File: src/rtl/pc_fetch_unit.sv
// Program-counter stage of the single-cycle MIPS core: next-PC selection, syscall halt FSM,
// retired-instruction counter. Optional redirect trace buffer enabled by macro PC_TRACE_EN.
module pc_fetch_unit #(
   parameter logic [31:0] RESET_PC    = 32'h0000_3000,
   parameter int          TRACE_DEPTH = 8
) (
   input  logic                            clock,
   input  logic                            reset,
   input  logic                            stall,
   input  logic [1:0]                      pcJumpMode,
   input  logic [31:0]                     jumpInput,
   input  logic                            aluZero,
   input  logic                            haltRequest,
   input  logic [$clog2(TRACE_DEPTH)-1:0]  traceIndex,
   output logic [31:0]                     pc,
   output logic [31:0]                     pcNext,
   output logic                            halted,
   output logic                            misaligned,
   output logic [31:0]                     instret,
   output logic [31:0]                     traceData,
   output logic [$clog2(TRACE_DEPTH):0]    traceCount
);

   localparam int TW = $clog2(TRACE_DEPTH);

   localparam logic [1:0] MODE_NEXT   = 2'd0;
   localparam logic [1:0] MODE_BEQ    = 2'd1;
   localparam logic [1:0] MODE_ABS    = 2'd2;
   localparam logic [1:0] MODE_ABSREG = 2'd3;

   typedef enum logic {
      ST_RUN  = 1'b0,
      ST_HALT = 1'b1
   } state_t;

   state_t      r_state;
   state_t      w_state_next;
   logic [31:0] r_pc;
   logic [31:0] r_instret;
   logic        r_misaligned;
   logic [31:0] w_pc4;
   logic [31:0] w_pc_next;
   logic        w_retire;
   logic        w_load_pc;
   logic        w_redirect;
   logic        w_misaligned_set;

   assign w_pc4 = r_pc + 32'd4;

   // Next-PC selection; evaluated every cycle, including during stall and halt.
   always_comb begin
      w_pc_next = w_pc4;
      case (pcJumpMode)
         MODE_NEXT: begin
            w_pc_next = w_pc4;
         end
         MODE_BEQ: begin
            if (aluZero) begin
               w_pc_next = w_pc4 + (jumpInput << 2);
            end else begin
               w_pc_next = w_pc4;
            end
         end
         MODE_ABS: begin
            w_pc_next = {w_pc4[31:28], jumpInput[25:0], 2'b00};
         end
         MODE_ABSREG: begin
            w_pc_next = {jumpInput[31:2], 2'b00};
         end
         default: begin
            w_pc_next = w_pc4;
         end
      endcase
   end

   // The syscall retires but leaves the PC where it is.
   assign w_retire         = (r_state == ST_RUN) && !stall;
   assign w_load_pc        = w_retire && !haltRequest;
   assign w_redirect       = w_retire &&
                             ((pcJumpMode == MODE_ABS) || (pcJumpMode == MODE_ABSREG) ||
                              ((pcJumpMode == MODE_BEQ) && aluZero));
   assign w_misaligned_set = w_retire && (pcJumpMode == MODE_ABSREG) &&
                             (jumpInput[1:0] != 2'b00);

   // Halt FSM state register.
   always_ff @(posedge clock) begin
      if (reset) begin
         r_state <= ST_RUN;
      end else begin
         r_state <= w_state_next;
      end
   end

   // Halt FSM next state: only reset leaves HALT.
   always_comb begin
      w_state_next = r_state;
      case (r_state)
         ST_RUN: begin
            if (w_retire && haltRequest) begin
               w_state_next = ST_HALT;
            end else begin
               w_state_next = ST_RUN;
            end
         end
         ST_HALT: begin
            w_state_next = ST_HALT;
         end
         default: begin
            w_state_next = ST_RUN;
         end
      endcase
   end

   // Architectural PC, retire counter and sticky misalignment flag.
   always_ff @(posedge clock) begin
      if (reset) begin
         r_pc         <= RESET_PC;
         r_instret    <= 32'd0;
         r_misaligned <= 1'b0;
      end else begin
         if (w_load_pc) begin
            r_pc <= w_pc_next;
         end else begin
            r_pc <= r_pc;
         end
         if (w_retire) begin
            r_instret <= r_instret + 32'd1;
         end else begin
            r_instret <= r_instret;
         end
         r_misaligned <= r_misaligned | w_misaligned_set;
      end
   end

   assign pc         = r_pc;
   assign pcNext     = w_pc_next;
   assign halted     = (r_state == ST_HALT);
   assign misaligned = r_misaligned;
   assign instret    = r_instret;

`ifdef PC_TRACE_EN
   logic [31:0]   r_trace_mem [TRACE_DEPTH];
   logic [TW-1:0] r_wr_ptr;
   logic [TW:0]   r_trace_count;
   logic [TW-1:0] w_rd_ptr;

   // Circular redirect log; the write pointer wraps naturally at TRACE_DEPTH.
   always_ff @(posedge clock) begin
      if (reset) begin
         for (int i = 0; i < TRACE_DEPTH; i++) begin
            r_trace_mem[i] <= 32'd0;
         end
         r_wr_ptr      <= '0;
         r_trace_count <= '0;
      end else if (w_redirect) begin
         r_trace_mem[r_wr_ptr] <= w_pc_next;
         r_wr_ptr              <= r_wr_ptr + TW'(1);
         if (r_trace_count < (TW+1)'(TRACE_DEPTH)) begin
            r_trace_count <= r_trace_count + (TW+1)'(1);
         end else begin
            r_trace_count <= r_trace_count;
         end
      end else begin
         r_wr_ptr      <= r_wr_ptr;
         r_trace_count <= r_trace_count;
      end
   end

   assign w_rd_ptr = r_wr_ptr - TW'(1) - traceIndex;

   // Index 0 is the newest entry; indices past the valid count read as zero.
   always_comb begin
      traceData = 32'd0;
      if ({1'b0, traceIndex} < r_trace_count) begin
         traceData = r_trace_mem[w_rd_ptr];
      end else begin
         traceData = 32'd0;
      end
   end

   assign traceCount = r_trace_count;
`else
   logic w_unused_trace;
   assign w_unused_trace = w_redirect ^ (^traceIndex);
   assign traceData      = 32'd0;
   assign traceCount     = '0;
`endif

endmodule

File: config.mk
export PLATFORM = sky130hd
export DESIGN_NAME = pc_fetch_unit
export DESIGN_NICKNAME = d
export VERILOG_FILES = /design/src/rtl/pc_fetch_unit.sv
export SDC_FILE = /design/constraint.sdc
export NUM_CORES = 1
export LEC_CHECK = 0
export ABC_AREA = 1
export BUFFER_PORTS_ARGS = -buffer_cell sky130_fd_sc_hd__buf_2
export CAP_MARGIN = 20
export CORE_MARGIN = 2
export CORE_UTILIZATION = 40
export CTS_BUF_LIST = sky130_fd_sc_hd__clkbuf_16
export DETAILED_ROUTE_END_ITERATION = 16
export MAX_ROUTING_LAYER = met4
export PLACE_DENSITY_LB_ADDON = 0.05
export SKIP_CTS_REPAIR_TIMING = 1
export SLEW_MARGIN = 15
export SYNTH_ARGS = -nofsm -noshare
export SYNTH_HDL_FRONTEND = slang
export SYNTH_SLANG_ARGS = --single-unit
File: constraint.sdc
create_clock -name clock -period 4.6 [get_ports clock]
set_input_delay 0.92 -clock clock [delete_from_list [all_inputs] [get_ports clock]]
set_output_delay 0.92 -clock clock [all_outputs]
set_load 0.01 [all_outputs]
==> results.json <==
{
  "clockBufferDepth": 2,
  "die_y_um": 139,
  "fp.dieArea_um2": 19400,
  "diodes": 0,
  "ys_seq_area_share_pct": 18.1,
  "nFillCells": 1992,
  "core_um2": 18000,
  "cp_max_fo": 5,
  "synthTopCellsByCount": "371 x nand2_1, 229 x inv_1, 123 x nor2_1",
  "ys_warn_count": 0,
  "cp_cell_sequence": "ha_1 > nand2_2 > nor2_2 > inv_2 > nor2_4 > buf_4 > nand2_1 > xor2_2 > inv_1 > ha_4 > nand2_2 > inv_1 > nand2_1 > nand2_1 > nand2_1 > nand3_1 > inv_1 > nand3_1 > nand3_1 > nand3_1 > nand3_1 > buf_2",
  "nets": 1507,
  "cp.required_ns": 3.68,
  "grt-ovfl-total": 0,
  "finClkSkew_ns": 0.00808,
  "slew_violations": 0,
  "cp_slowest_cell": "dfxtp_2",
  "ys_seq_elements": 66,
  "grt_antenna_before_repair": 0,
  "cp-start-kind": "flop",
  "final_util_pct": 48.2,
  "vias": 8322,
  "drc": 0,
  "initialDrtViolationCount": 559,
  "synth_edf_count": 0,
  "ant_nets": 0,
  "hold_violations": 0,
  "min_period_over_period_pct": 94.9,
  "slowest_delay_ns": 0.36,
  "dp_hpwl_um": 19900,
  "cts_tree": "done",
  "firstDrtPassIters": 7,
  "fin_crit_ns": 4.37,
  "p_leak_nw": 4.70,
  "synth.avg_cell_area_um2": 5.62,
  "yosys.area.top_type": "nand2_1",
  "place_inst": 1645,
  "instances_no_fill": 1662,
  "insertion_delay_ns": 0.33,
  "end_kind": "output port",
  "cp.arrival_ns": 3.45,
  "place.gp.congestion": 0.901,
  "hp-class": "flop to flop",
  "pin_count": 176,
  "synth_flop_cell": "dfxtp_1",
  "ys_top_cells_by_area": "nand2_1 19%, dfxtp_1 18%, inv_1 12%, nand3_1 7.3%, nor2_1 6.3%",
  "clock_tree.root_cell": "clkbuf_16",
  "total_power_mw": 1.99,
  "synth.most_common_cell": "nand2_1",
  "vdd_drop_max_v": 0.000239,
  "synth_top_area_share_pct": 19.0,
  "viasPerCell": 5.01,
  "synthCells": 1300,
  "wl_um": 24700,
  "syn_area_um2": 7310,
  "grt_pass1_vias": 7606,
  "fmax_mhz": 229,
  "clkTransAtPathRegs_ns": 0.06,
  "initial_core_util_pct": 40.7,
  "maxCapViolCount": 0,
  "cts_sinks": 66,
  "status": "finished, final reports clean",
  "seq_area_um2": 1330,
  "port_buffers": 136,
  "cpMostUsedCell": "nand3_1",
  "maxSlewHeadroom_pct": 26.6,
  "crit_type": "flop to output port",
  "power_density_nw_per_um2": 230,
  "grt_pass1_wl_um": 38800,
  "tightest_slew_ns": 1.10,
  "finalSetupViolCount": 0,
  "drive_gt1_share_pct": 17.9,
  "rrSetupSlack_ns": 1.41,
  "multi_input_area_um2": 5070,
  "grt_start_max_net_pins": 50,
  "area_growth_pct": 18.3,
  "htreeDepth": 3,
  "dieWidth_um": 139,
  "wire_per_inst_um": 14.9,
  "yosysUniqueCellTypes": 45,
  "row_count": 49,
  "cts_buffers": 9,
  "synth-async-reset-ratio_pct": 0,
  "grt_usage_pct": 25.5
}
-- power breakdown --
group          switching (mW)  total, mW  leakage, nW  internal [mW]
Combinational           0.458      0.688         4.03          0.230
Sequential             0.0305      0.626        0.539          0.595
Clock                   0.262      0.679        0.135          0.417
-- logic make-up after synthesis --
group / after synthesis / synth area share, %
AOI/OAI and AO/OA: 163 / 12.3
other: 1 / 0.0513
buffers and inverters: 307 / 17.7
xor gates and xnor gates: 29 / 3.58
adders and majority gates: 37 / 6.43
DFF: 66 / 18.1
and+or+nand+nor: 697 / 41.9
-- sequential cells by signal, summed over array words and instances, names as in the netlist --
| signal | count |
|---|---|
| pc | 32 |
| instret | 32 |
| misaligned | 1 |
| halted | 1 |
-- cells in the final DEF (no fill, tap or decap), drive strengths merged, types with 4 or more instances in the layout --
master / Yosys / final
o21bai: 6 / 6
buf: 44 / 148
nor2: 139 / 139
ha: 36 / 36
clkbuf: 22 / 9
o21a: 4 / 4
a21oi: 77 / 77
xor2: 26 / 26
dfxtp: 66 / 66
nor3: 29 / 29
nand3: 111 / 111
nand2: 377 / 377
a211oi: 6 / 6
o22ai: 14 / 14
o21ai: 47 / 47
conb: 1 / 36
clkinv: 1 / 4
nand4: 30 / 30
inv: 240 / 240
-- final timing paths --
path,depth (start not counted),endpoint,from
worst min-delay path,1,misaligned$_SDFF_PP0_,misaligned$_SDFF_PP0_
worst min register to register,1,misaligned$_SDFF_PP0_,misaligned$_SDFF_PP0_
worst max register to register,21,pc[17]$_SDFFE_PP0P_,pc[3]$_SDFFE_PP0P_
worst max-delay path,22,pcNext[19],pc[3]$_SDFFE_PP0P_
-- area by class of cell --
cell class / instances / area share [%]
sequential: 66 / 15.3
timing repair buffer: 148 / 8.91
tap: 229 / 3.31
clock inverter: 7 / 0.810
clock buffer: 9 / 2.60
multi-input combinational: 962 / 58.6
inverter: 241 / 10.5
-- through the flow --
stage	setup WS (ns)	TNS, ns	area (um^2)	hold WS (ns)
3_3_place_gp	0.353	0	8110	0.451
4_1_cts	-0.0459	-0.123	8410	0.469
5_1_grt	-0.0185	-0.0605	8650	0.503
3_5_place_dp	0.337	0	8110	0.448
6_report	0.234	0	8650	0.469
2_1_floorplan	0.967	0	7440	0.489
-- worst max-delay path: cells and delay by family, from the launching register on --
| family | cells | cell delay, ns |
|---|---|---|
| adder cells (fa/ha/maj) | 2 | 0.49 |
| XOR/XNOR | 1 | 0.24 |
| buffers and inverters | 6 | 0.65 |
| AND/OR/NAND/NOR | 13 | 1.38 |
| flip-flops | 1 | 0.36 |
-- routing by layer --
| layer | track usage, % | wire [um] |
|---|---|---|
| met1 | 34.2 | 11600 |
| met5 | - | 0 |
| met3 | 4.45 | 1520 |
| met2 | 40.5 | 11200 |
| met4 | 5.00 | 400 |
Note: power is estimated with default switching activity, not from simulation.
